**src/rtl/mc_ctrl.sv**
```systemverilog
// mc_ctrl: multi-cycle MIPS main controller, FETCH/DECODE/EXEC/MEM/WB.
// Define MC_CTRL_SLT_EN to decode slt; otherwise funct 101010 is illegal.
module mc_ctrl #(
  parameter int CNT_W = 32
) (
  input  logic             clk,
  input  logic             rst_n,
  input  logic             en,
  input  logic [5:0]       opcode,
  input  logic [5:0]       funct,
  input  logic             zero,
  input  logic             OF,
  output logic             pc_wr,
  output logic [1:0]       npc_sel,
  output logic             ir_wr,
  output logic             rf_wr,
  output logic [1:0]       reg_dst,
  output logic             alu_srcb,
  output logic [1:0]       ext_op,
  output logic [1:0]       alu_ctr,
  output logic             addi,
  output logic             dm_wr,
  output logic             mem_to_reg,
  output logic             illegal,
  output logic [2:0]       state_o,
  output logic [CNT_W-1:0] instr_cnt
);

  typedef enum logic [2:0] {
    S_FETCH  = 3'd0,
    S_DECODE = 3'd1,
    S_EXEC   = 3'd2,
    S_MEM    = 3'd3,
    S_WB     = 3'd4
  } state_t;

  localparam logic [5:0] OP_R    = 6'b000000;
  localparam logic [5:0] OP_ORI  = 6'b001101;
  localparam logic [5:0] OP_LUI  = 6'b001111;
  localparam logic [5:0] OP_ADDI = 6'b001000;
  localparam logic [5:0] OP_LW   = 6'b100011;
  localparam logic [5:0] OP_SW   = 6'b101011;
  localparam logic [5:0] OP_BEQ  = 6'b000100;
  localparam logic [5:0] OP_J    = 6'b000010;
  localparam logic [5:0] F_ADDU  = 6'b100001;
  localparam logic [5:0] F_SUBU  = 6'b100011;
`ifdef MC_CTRL_SLT_EN
  localparam logic [5:0] F_SLT   = 6'b101010;
`endif

  state_t           state_q, state_d;
  logic             of_q, of_d;
  logic [CNT_W-1:0] cnt_q, cnt_d;
  logic             retire;

  logic is_r, i_addu, i_subu, i_slt, i_ori, i_lui;
  logic i_addi, i_lw, i_sw, i_beq, i_j, legal;

  // instruction decode from the IR fields
  always_comb begin
    is_r   = (opcode == OP_R);
    i_addu = is_r && (funct == F_ADDU);
    i_subu = is_r && (funct == F_SUBU);
`ifdef MC_CTRL_SLT_EN
    i_slt  = is_r && (funct == F_SLT);
`else
    i_slt  = 1'b0;
`endif
    i_ori  = (opcode == OP_ORI);
    i_lui  = (opcode == OP_LUI);
    i_addi = (opcode == OP_ADDI);
    i_lw   = (opcode == OP_LW);
    i_sw   = (opcode == OP_SW);
    i_beq  = (opcode == OP_BEQ);
    i_j    = (opcode == OP_J);
    legal  = i_addu | i_subu | i_slt | i_ori | i_lui |
             i_addi | i_lw | i_sw | i_beq | i_j;
  end

  // next state, control outputs and retire count
  always_comb begin
    state_d    = state_q;
    of_d       = of_q;
    retire     = 1'b0;
    pc_wr      = 1'b0;
    npc_sel    = 2'b00;
    ir_wr      = 1'b0;
    rf_wr      = 1'b0;
    reg_dst    = 2'b00;
    alu_srcb   = 1'b0;
    ext_op     = 2'b00;
    alu_ctr    = 2'b00;
    addi       = 1'b0;
    dm_wr      = 1'b0;
    mem_to_reg = 1'b0;
    illegal    = 1'b0;
    if (rst_n && en) begin
      unique case (state_q)
        S_FETCH: begin
          ir_wr   = 1'b1;
          pc_wr   = 1'b1;
          of_d    = 1'b0;
          state_d = S_DECODE;
        end
        S_DECODE: begin
          unique case (1'b1)
            i_j: begin
              pc_wr   = 1'b1;
              npc_sel = 2'b10;
              retire  = 1'b1;
              state_d = S_FETCH;
            end
            !legal: begin
              illegal = 1'b1;
              state_d = S_FETCH;
            end
            default: state_d = S_EXEC;
          endcase
        end
        S_EXEC: begin
          // ALU result may move after EXEC, so keep OF for WB
          of_d = OF;
          unique case (1'b1)
            i_subu: alu_ctr = 2'b01;
`ifdef MC_CTRL_SLT_EN
            i_slt: alu_ctr = 2'b11;
`endif
            i_ori: begin
              alu_ctr  = 2'b10;
              alu_srcb = 1'b1;
            end
            i_lui: begin
              alu_srcb = 1'b1;
              ext_op   = 2'b10;
            end
            i_addi: begin
              alu_srcb = 1'b1;
              ext_op   = 2'b01;
              addi     = 1'b1;
            end
            i_lw, i_sw: begin
              alu_srcb = 1'b1;
              ext_op   = 2'b01;
            end
            i_beq: begin
              alu_ctr = 2'b01;
              npc_sel = 2'b01;
              pc_wr   = zero;
              retire  = 1'b1;
            end
            default: ;
          endcase
          if (i_beq) state_d = S_FETCH;
          else if (i_lw || i_sw) state_d = S_MEM;
          else state_d = S_WB;
        end
        S_MEM: begin
          if (i_sw) begin
            dm_wr   = 1'b1;
            retire  = 1'b1;
            state_d = S_FETCH;
          end else if (i_lw) begin
            state_d = S_WB;
          end else begin
            state_d = S_FETCH;
          end
        end
        S_WB: begin
          rf_wr      = 1'b1;
          retire     = 1'b1;
          mem_to_reg = i_lw;
          state_d    = S_FETCH;
          if (is_r) reg_dst = 2'b01;
          else if (i_addi && of_q) reg_dst = 2'b10;
        end
        default: state_d = S_FETCH;
      endcase
    end
    cnt_d = cnt_q + {{(CNT_W-1){1'b0}}, retire};
  end

  // state, OF flag and retire counter registers
  always_ff @(posedge clk or negedge rst_n) begin
    if (!rst_n) begin
      state_q <= S_FETCH;
      of_q    <= 1'b0;
      cnt_q   <= '0;
    end else begin
      state_q <= state_d;
      of_q    <= of_d;
      cnt_q   <= cnt_d;
    end
  end

  assign state_o   = state_q;
  assign instr_cnt = cnt_q;

endmodule

```
**config.mk**
```make
export PLATFORM = sky130hd
export DESIGN_NAME = mc_ctrl
export DESIGN_NICKNAME = d
export VERILOG_FILES = /design/src/rtl/mc_ctrl.sv
export SDC_FILE = /design/constraint.sdc
export NUM_CORES = 1
export LEC_CHECK = 0
export CAP_MARGIN = 15
export CORE_MARGIN = 2
export CORE_UTILIZATION = 45
export DETAILED_ROUTE_END_ITERATION = 6
export PLACE_DENSITY_LB_ADDON = 0.2
export SYNTH_ARGS = -nofsm -noshare
export SYNTH_HDL_FRONTEND = slang
export SYNTH_SLANG_ARGS = --single-unit
```
**constraint.sdc**
```tcl
create_clock -name clk -period 5.2 [get_ports clk]
set_clock_uncertainty 0.2 [all_clocks]
set_input_delay 1.56 -clock clk [delete_from_list [all_inputs] [get_ports clk]]
set_output_delay 1.56 -clock clk [all_outputs]
set_load 0.02 [all_outputs]
```
==> impl_metrics.py, run 1 <==
metrics = {
    "detailed_routing": {
        "vias_per_cell": 5.34,
        "ant_nets": 0,
        "drt-total-wl_um": 4520,
        "num_vias": 1758,
        "drt_iter0_drc": 75,
        "drc_errors": 0,
        "dr.pass1.iters": 5,
        "wl_per_cell_um": 13.7,
    },
    "clock_tree": {
        "clkSinkCount": 36,
        "clk_pin_slew_ns": 0.07,
        "cts-buffers-inserted": 5,
        "clkLatencyLatePin_ns": 0.29,
        "clk_path_buf_depth": 2,
        "cts-hold-fix-buffers": 0,
        "h-tree-depth": 2,
        "cts-root-buf": "clkbuf_8",
        "cts_tree": "yes",
    },
    "die": {
        "io_pins": 68,
        "dieHeight_um": 68.0,
        "coreArea_um2": 3970,
        "dieWidth_um": 68.0,
        "num_rows": 23,
        "die_area_um2": 4630,
        "initial_utilization_pct": 46.5,
    },
    "sta": {
        "layout_setup_ws_ns": 0.166,
        "period_needed_ns": 5.03,
        "min_period_over_period_pct": 96.8,
        "drv_slew": 0,
        "worst_pin_slew_ns": 0.486,
        "clock.fmax_mhz": 199,
        "slew-limit-headroom_pct": 67.5,
        "setup_violations": 0,
        "report.final.hold_viol_count": 0,
        "rsz0062_at_grt": "false",
    },
    "synthesis": {
        "syn_area_um2": 1850,
        "synthTopCellsByArea": "dfrtp_1 49%, xnor2_1 11%, nand3_1 5.4%",
        "yosys_warnings": 0,
        "syn_inst": 191,
        "ys_seq_area_share_pct": 48.8,
        "ys_ff_latch": 36,
        "synth.distinct_cells": 33,
        "yosysTopAreaCellShare_pct": 48.8,
        "yosys.area.top_type": "dfrtp_1",
        "avgSynthCellArea_um2": 9.66,
        "synth_nets": 210,
    },
    "worst_setup_path": {
        "start_kind": "input pin",
        "end_kind": "output pin",
        "path_max_fanout": 7,
        "required_ns": 3.44,
        "path_class": "input pin to output pin",
        "cp.arrival_ns": 3.27,
    },
    "grt": {
        "grt_overflow_total": 0,
        "antenna_found_initial": 0,
        "grt_pass1_wl_um": 7750,
        "grt_max_degree": 37,
        "first_global_vias": 1682,
        "grtUsageTotal_pct": 22.4,
    },
    "placed_design": {
        "io_buffers": 67,
        "dp_cells": 321,
        "place_congestion": 0.858,
        "postPlaceCellArea_um2": 2690,
        "hpwl_um": 3470,
        "post-place-ws_ns": -0.200,
    },
    "run_status": {
        "status": "finished, final reports clean",
    },
    "job": {
        "cap_violations": 0,
    },
    "power_and_ir_drop": {
        "power.share.clock_pct": 35.2,
        "fin_total_pwr_uw": 584,
        "p_per_area_nw_per_um2": 209,
        "power.switching_uw": 149,
        "intPower_uw": 435,
        "p_leak_nw": 1.32,
        "netSwitchingFraction_pct": 25.6,
        "irDropWorstVdd_mv": 0.131,
        "p_comb_share_pct": 13.8,
        "p_seq_share_pct": 51.1,
    },
    "cells_and_area": {
        "fillCellCount": 332,
        "syn_to_final_growth_pct": 51.4,
        "fin_cells": 329,
        "layout.nets": 297,
        "diodes": 0,
        "fin_area_um2": 2790,
        "drive_gt1_share_pct": 12.2,
    },
    "min_path": {
        "hp-class": "register to register",
    },
}
==> worst max-delay path, stage by stage <==
cell and delay, ns:
clkdlybuf4s50_1 0.45, nand2_1 0.15, nor3_2 0.17, nand2_2 0.14
buf_4 0.17, inv_1 0.04, clkdlybuf4s50_1 0.60
==> area by class of cell <==
cell class / count / area (um2) / share of cell area (%)
tap: 50 / 62.6 / 2.24
timing repair buffer: 85 / 798 / 28.6
inverter: 7 / 26.3 / 0.940
sequential: 36 / 901 / 32.2
clock buffer: 7 / 86.3 / 3.09
clock inverter: 1 / 7.51 / 0.269
multi-input combinational: 143 / 912 / 32.6
==> layout by cell type (no fill, tap or decap), drive strengths merged, types with 2 or more instances in the layout <==
cell type / netlist / layout
nand2: 18 / 18
ha: 2 / 2
xor2: 6 / 6
dfrtp: 36 / 36
nand4b: 2 / 2
and4: 5 / 5
nor3: 10 / 10
nand3: 20 / 20
nor2: 16 / 16
nor2b: 3 / 3
dlymetal6s2s: 0 / 5
clkbuf: 4 / 8
and4b: 2 / 2
buf: 1 / 19
nand4: 6 / 6
and2b: 2 / 2
a21oi: 5 / 5
o21ai: 3 / 3
and3: 5 / 5
dlygate4sd2: 0 / 8
clkdlybuf4s50: 0 / 52
inv: 7 / 7
xnor2: 24 / 24
a31oi: 3 / 3
nor4: 3 / 3
==> flip-flops by register name, summed over array words and instances, names as in the netlist <==
register and count:
of_q 1, instr_cnt 32, state_o 3
==> through the flow <==
step                      setup TNS (ns)  utilization [%]  hold WS [ns]
after CTS                              0             69.9         0.280
final                                  0             70.4         0.279
after detailed placement          -0.687             67.6         0.270
after global routing                   0             70.4         0.309
after floorplan                        0                -         0.305
after global placement            -0.387             67.6         0.262
==> power by group through the flow <==
stage | logic, mW | clock network, mW | registers (mW)
4_1_cts | 0.0810 | 0.211 | 0.298
5_1_grt | 0.0887 | 0.225 | 0.299
3_5_place_dp | 0.0812 | 0 | 0.303
6_report | 0.0805 | 0.205 | 0.298
2_1_floorplan | 0.0273 | 0 | 0.304
3_3_place_gp | 0.0795 | 0 | 0.302
==> cells in the mapped netlist, drive strengths merged <==
library cell / instances
and2b: 2
nor4b: 1
o21ai: 3
xor2: 6
ha: 2
nand4: 6
nand4b: 2
buf: 1
a22o: 1
and3: 5
o221ai: 1
nor4: 3
nor3b: 1
clkbuf: 4
and4b: 2
nand3b: 1
a21oi: 5
o31ai: 1
nor2b: 3
a31oi: 3
and2: 1
nor2: 16
and4: 5
or4: 1
dfrtp: 36
nand3: 20
xnor2: 24
nor3: 10
nand2: 18
inv: 7
==> cell families (layout without fill, tap and decap cells) <==
family | count (synthesis) | in the layout | share of synthesized area, %
compound gates | 14 | 14 | 4.54
buf+inv | 12 | 100 | 2.64
flops | 36 | 36 | 48.8
simple gates | 97 | 97 | 28.4
fa+ha+maj | 2 | 2 | 1.36
xor+xnor | 30 | 30 | 14.2
==> layer usage <==
layer / routed length, um / global-route usage (%) / vias to the layer above
met4: 125 / 10.3 / 0
li1: - / - / 846
met3: 359 / 7.40 / 11
met5: 0 / 0 / -
met1: 1940 / 29.1 / 832
met2: 2090 / 33.6 / 69
==> path summary, 6_finish.rpt <==
check                                   start             to  slack, ns  cells after the start
worst max-delay path                       en          rf_wr       0.17                      7
worst min-delay path            instr_cnt[31]  instr_cnt[31]       0.28                      1
worst max register to register     state_o[0]  instr_cnt[22]       2.09                     10
worst min register to register  instr_cnt[31]  instr_cnt[31]       0.28                      1
max in group asynchronous               rst_n           of_q       3.33                      2
min in group asynchronous               rst_n  instr_cnt[22]       1.16                      2
==> what timing repair did <==
item / in CTS / in global routing
setup buffers: 0 / 0
endpoints found under the setup margin: 10 / 7
resized for setup: 11 / 10
No activity file was read; power rests on OpenSTA's default activity.
==> run 2, diff against run 1 <==
clock period = 6.03 ns   (was 5.2 ns; I/O delays follow)
==> impl_metrics.py, run 2 (synthesized netlist as in run 1, its figures left out) <==
metrics = {
    "cells_and_area": {
        "fillCellCount": 340,
        "layout.nets": 283,
        "final_common_cell": "clkdlybuf4s50_1",
        "regArea_um2": 901,
        "layout_common_cells": "66 x clkdlybuf4s50_1, 36 x dfrtp_1, 24 x xnor2_1",
        "drive_gt1_share_pct": 6.44,
        "multi_input_area_um2": 912,
        "diodes": 0,
        "fin_area_um2": 2680,
        "syn_to_final_growth_pct": 44.9,
        "largest_reg_flops": 32,
    },
    "detailed_routing": {
        "num_vias": 1611,
        "drt-total-wl_um": 4090,
        "drt_iter0_drc": 116,
        "wl_met2_um": 1770,
        "dr.pass1.iters": 4,
        "ant_nets": 0,
        "wl_met1_um": 2070,
        "top_layer": "met4",
        "wl_per_cell_um": 13.0,
        "vias_per_cell": 5.13,
        "wl_met3_um": 221,
        "drc_errors": 0,
    },
    "die": {
        "io_pins": 68,
        "die_area_um2": 4630,
        "num_rows": 23,
        "dieHeight_um": 68.0,
        "dieWidth_um": 68.0,
        "coreArea_um2": 3970,
        "initial_utilization_pct": 46.5,
    },
    "sta": {
        "layout_setup_ws_ns": 0.167,
        "report.final.hold_viol_count": 0,
        "drv_slew": 0,
        "setup_violations": 0,
        "slew-limit-headroom_pct": 68.8,
        "min_period_over_period_pct": 97.2,
        "rsz0062_at_grt": "false",
        "tns_ns": 0,
        "period_needed_ns": 5.86,
        "clock.fmax_mhz": 171,
        "worst_pin_slew_ns": 0.467,
    },
    "placed_design": {
        "hpwl_um": 3070,
        "postPlaceCellArea_um2": 2580,
        "io_buffers": 67,
        "post-place-ws_ns": 0.0957,
        "place_congestion": 0.823,
    },
    "clock_tree": {
        "clkLatencyLatePin_ns": 0.27,
        "cts_tree": "yes",
        "post_cts_buffers": 0,
        "h-tree-depth": 2,
        "cts-root-buf": "clkbuf_8",
        "clkSinkCount": 36,
        "ctsResizeCount": 0,
        "cts-buffers-inserted": 5,
        "clk_pin_slew_ns": 0.06,
        "cts-hold-fix-buffers": 0,
        "clk_path_buf_depth": 2,
    },
    "worst_setup_path": {
        "path_class": "input pin to output pin",
        "cp.arrival_ns": 3.85,
        "required_ns": 4.02,
        "end_kind": "output pin",
        "start_kind": "input pin",
        "path_max_fanout": 7,
    },
    "grt": {
        "antenna_found_initial": 0,
        "first_global_vias": 1537,
        "grtUsageTotal_pct": 19.8,
        "grt_pass1_wl_um": 6960,
        "grt_max_degree": 37,
        "grt_overflow_total": 0,
    },
    "power_and_ir_drop": {
        "p_leak_nw": 1.12,
        "irDropWorstVdd_mv": 0.173,
        "fin_total_pwr_uw": 476,
        "p_per_area_nw_per_um2": 178,
    },
    "run_status": {
        "status": "finished, final reports clean",
    },
    "min_path": {
        "hp-class": "register to register",
    },
    "job": {
        "cap_violations": 0,
    },
}
==> run 2: cell types whose count changed in the layout (fill, tap and decap cells not counted) <==
cell / before / now
buf_4: 18 / 4
clkdlybuf4s50_1: 52 / 66
dlygate4sd2_1: 8 / 0
dlymetal6s2s_1: 5 / 0
clkbuf_2: 1 / 0
clkbuf_8: 6 / 5
clkinv_2: 0 / 1
clkinvlp_4: 1 / 0
nand2_1: 17 / 18
nand2_2: 1 / 0
nor2b_1: 2 / 3
nor2b_2: 1 / 0
nor3_1: 9 / 8
nor3_2: 1 / 2
==> run 2: routing by layer <==
metal,track usage (%),up-vias
li1,-,814
met1,28.2,746
met2,30.8,47
met3,4.61,4
met4,4.50,0
met5,0,-
==> run 2: layout make-up <==
class                      count  share of cell area [%]
multi-input combinational    143                    34.1
sequential                    36                    33.7
clock inverter                 1                   0.187
tap                           50                    2.34
clock buffer                   6                    2.71
timing repair buffer          71                    26.0
inverter                       7                   0.982
==> run 2: power by group <==
part	total, mW	internal (mW)	switching, mW
clock network	0.155	0.0785	0.0770
logic	0.0640	0.0311	0.0329
registers	0.256	0.247	0.00913
==> run 2: worst max-delay path, cell delays in order <==
cell and delay (ns):
clkdlybuf4s50_1 0.53, nor4_2 0.34, nand3b_1 0.18, a21oi_1 0.17, a31oi_1 0.06, nor3_1 0.13
clkdlybuf4s50_1 0.63
==> run 2: path summary, 6_finish.rpt <==
check,start,slack [ns],depth (start not counted),end
worst max-delay path,opcode[3],0.17,7,pc_wr
worst min register to register,instr_cnt[31],0.27,1,instr_cnt[31]
max in group asynchronous,rst_n,3.90,2,state_o[2]
worst max register to register,state_o[0],2.98,9,instr_cnt[22]
min in group asynchronous,rst_n,1.42,2,instr_cnt[23]
worst min-delay path,instr_cnt[31],0.27,1,instr_cnt[31]
==> run 2: through the flow <==
stage	util [%]	cells	hold WS, ns
finish	67.4	314	0.268
global placement	65.0	307	0.264
CTS	67.0	314	0.276
floorplan	-	191	0.305
detailed placement	65.0	307	0.268
global route	67.4	314	0.308
==> run 3, diff against run 2 <==
CORE_UTILIZATION = 48   (was 45)
==> impl_metrics.py, run 3 (synthesized netlist as in run 1, its figures left out) <==
metrics = {
    "die": {
        "coreArea_um2": 3690,
        "die_area_um2": 4360,
        "dieHeight_um": 66.0,
        "io_pins": 68,
        "dieWidth_um": 66.0,
        "num_rows": 22,
        "initial_utilization_pct": 50.0,
    },
    "sta": {
        "worst_pin_slew_ns": 0.438,
        "tns_ns": 0,
        "min_period_over_period_pct": 97.4,
        "drv_slew": 0,
        "clock.fmax_mhz": 170,
        "slew-limit-headroom_pct": 70.8,
        "period_needed_ns": 5.88,
        "report.final.hold_viol_count": 0,
        "rsz0062_at_grt": "false",
        "setup_violations": 0,
    },
    "worst_setup_path": {
        "required_ns": 4.02,
        "cp.arrival_ns": 3.87,
        "slowest_stage": "clkdlybuf4s50_1",
        "ff2ff_path_depth": 10,
        "crit_chain": "clkdlybuf4s50_1, nor3_1, and3_1, nor3_2, nor3b_1, clkdlybuf4s50_1",
        "start_kind": "input pin",
        "reg2reg_setup_slack_ns": 3.01,
        "r2r_end": "instr_cnt[22]",
        "max_stage_delay_ns": 0.64,
        "timing.rr.start": "state_o[0]",
        "end_kind": "output pin",
        "path_class": "input pin to output pin",
        "critPathMostFrequentCell": "clkdlybuf4s50_1",
        "path_max_fanout": 7,
    },
    "grt": {
        "grt_pass1_wl_um": 7510,
        "first_global_vias": 1665,
        "grt_max_degree": 37,
        "antenna_found_initial": 0,
        "grtUsageTotal_pct": 22.1,
        "grt_overflow_total": 0,
    },
    "detailed_routing": {
        "drt_iter0_drc": 166,
        "ant_nets": 0,
        "dr.pass1.iters": 4,
        "drt-total-wl_um": 4340,
        "wl_per_cell_um": 13.9,
        "vias_per_cell": 5.38,
        "drc_errors": 0,
        "num_vias": 1684,
    },
    "cells_and_area": {
        "fin_area_um2": 2710,
        "layout_common_cells": "66 x clkdlybuf4s50_1, 36 x dfrtp_1, 24 x xnor2_1",
        "diodes": 0,
        "drive_gt1_share_pct": 6.42,
        "largest_reg_flops": 32,
        "fin_cells": 313,
        "final_common_cell": "clkdlybuf4s50_1",
        "syn_to_final_growth_pct": 46.6,
        "layout.nets": 283,
    },
    "clock_tree": {
        "cts-buffers-inserted": 5,
        "clkSinkCount": 36,
        "h-tree-depth": 2,
        "cts-root-buf": "clkbuf_8",
        "cts-hold-fix-buffers": 0,
        "cts_tree": "yes",
        "clkLatencyLatePin_ns": 0.28,
        "post_cts_buffers": 0,
        "clk_path_buf_depth": 2,
        "clk_pin_slew_ns": 0.07,
        "ctsResizeCount": 0,
    },
    "min_path": {
        "hp-class": "register to register",
        "min_from": "instr_cnt[31]",
        "hold_depth": 1,
        "hold_path_end": "instr_cnt[31]",
    },
    "placed_design": {
        "hpwl_um": 3180,
        "dp_cells": 305,
        "place_congestion": 0.796,
        "postPlaceCellArea_um2": 2580,
        "io_buffers": 67,
    },
    "power_and_ir_drop": {
        "irDropWorstVdd_mv": 0.171,
        "p_leak_nw": 1.13,
        "p_per_area_nw_per_um2": 195,
    },
    "job": {
        "cap_violations": 0,
    },
    "run_status": {
        "status": "finished, final reports clean",
    },
}
## run 3: cell type report
type	instances	area [um2]
Timing Repair Buffer	71	696
Sequential cell	36	901
Tap cell	48	60.1
Fill cell	294	982
Inverter	7	26.3
Clock buffer	6	72.6
Clock inverter	2	35.0
Multi-Input combinational cell	143	916
## run 3: power by group
part	internal (mW)	switching (mW)
Combinational	0.0316	0.0331
Clock	0.123	0.0842
Sequential	0.247	0.00923
Total	0.402	0.127
## run 3: worst max-delay path by stage
stage / from / to / slack [ns] / cells past startpoint
floorplan: opcode[1] / illegal / 0.94 / 5
global placement: opcode[1] / illegal / 0.16 / 6
detailed placement: opcode[3] / pc_wr / 0.12 / 7
CTS: opcode[3] / pc_wr / 0.12 / 7
global route: opcode[3] / pc_wr / 0.04 / 7
finish: opcode[3] / illegal / 0.15 / 6
## run 3: worst max-delay path: cells and delay by family
| family | cells | cell delay, ns |
|---|---|---|
| buf+inv | 2 | 1.26 |
| simple gates | 4 | 0.79 |
## run 3: per-layer routing
metal / up-vias / share of wire, % / GRT usage, %
met2: 62 / 49 / 35.9
met5: - / 0 / 0
met1: 801 / 44 / 28.9
met4: 0 / 0.78 / 6.38
met3: 4 / 6.4 / 6.30
li1: 817 / - / -
## run 3: per-stage QoR
stage               utilization, %  setup WS (ns)  hold WS, ns  total power [mW]
global route                  73.4         0.0422        0.309             0.551
CTS                           72.8          0.119        0.279             0.532
finish                        73.4          0.154        0.274             0.528
detailed placement            69.9          0.123        0.268             0.324
global placement              69.9          0.162        0.263             0.324
floorplan                        -          0.940        0.305             0.286
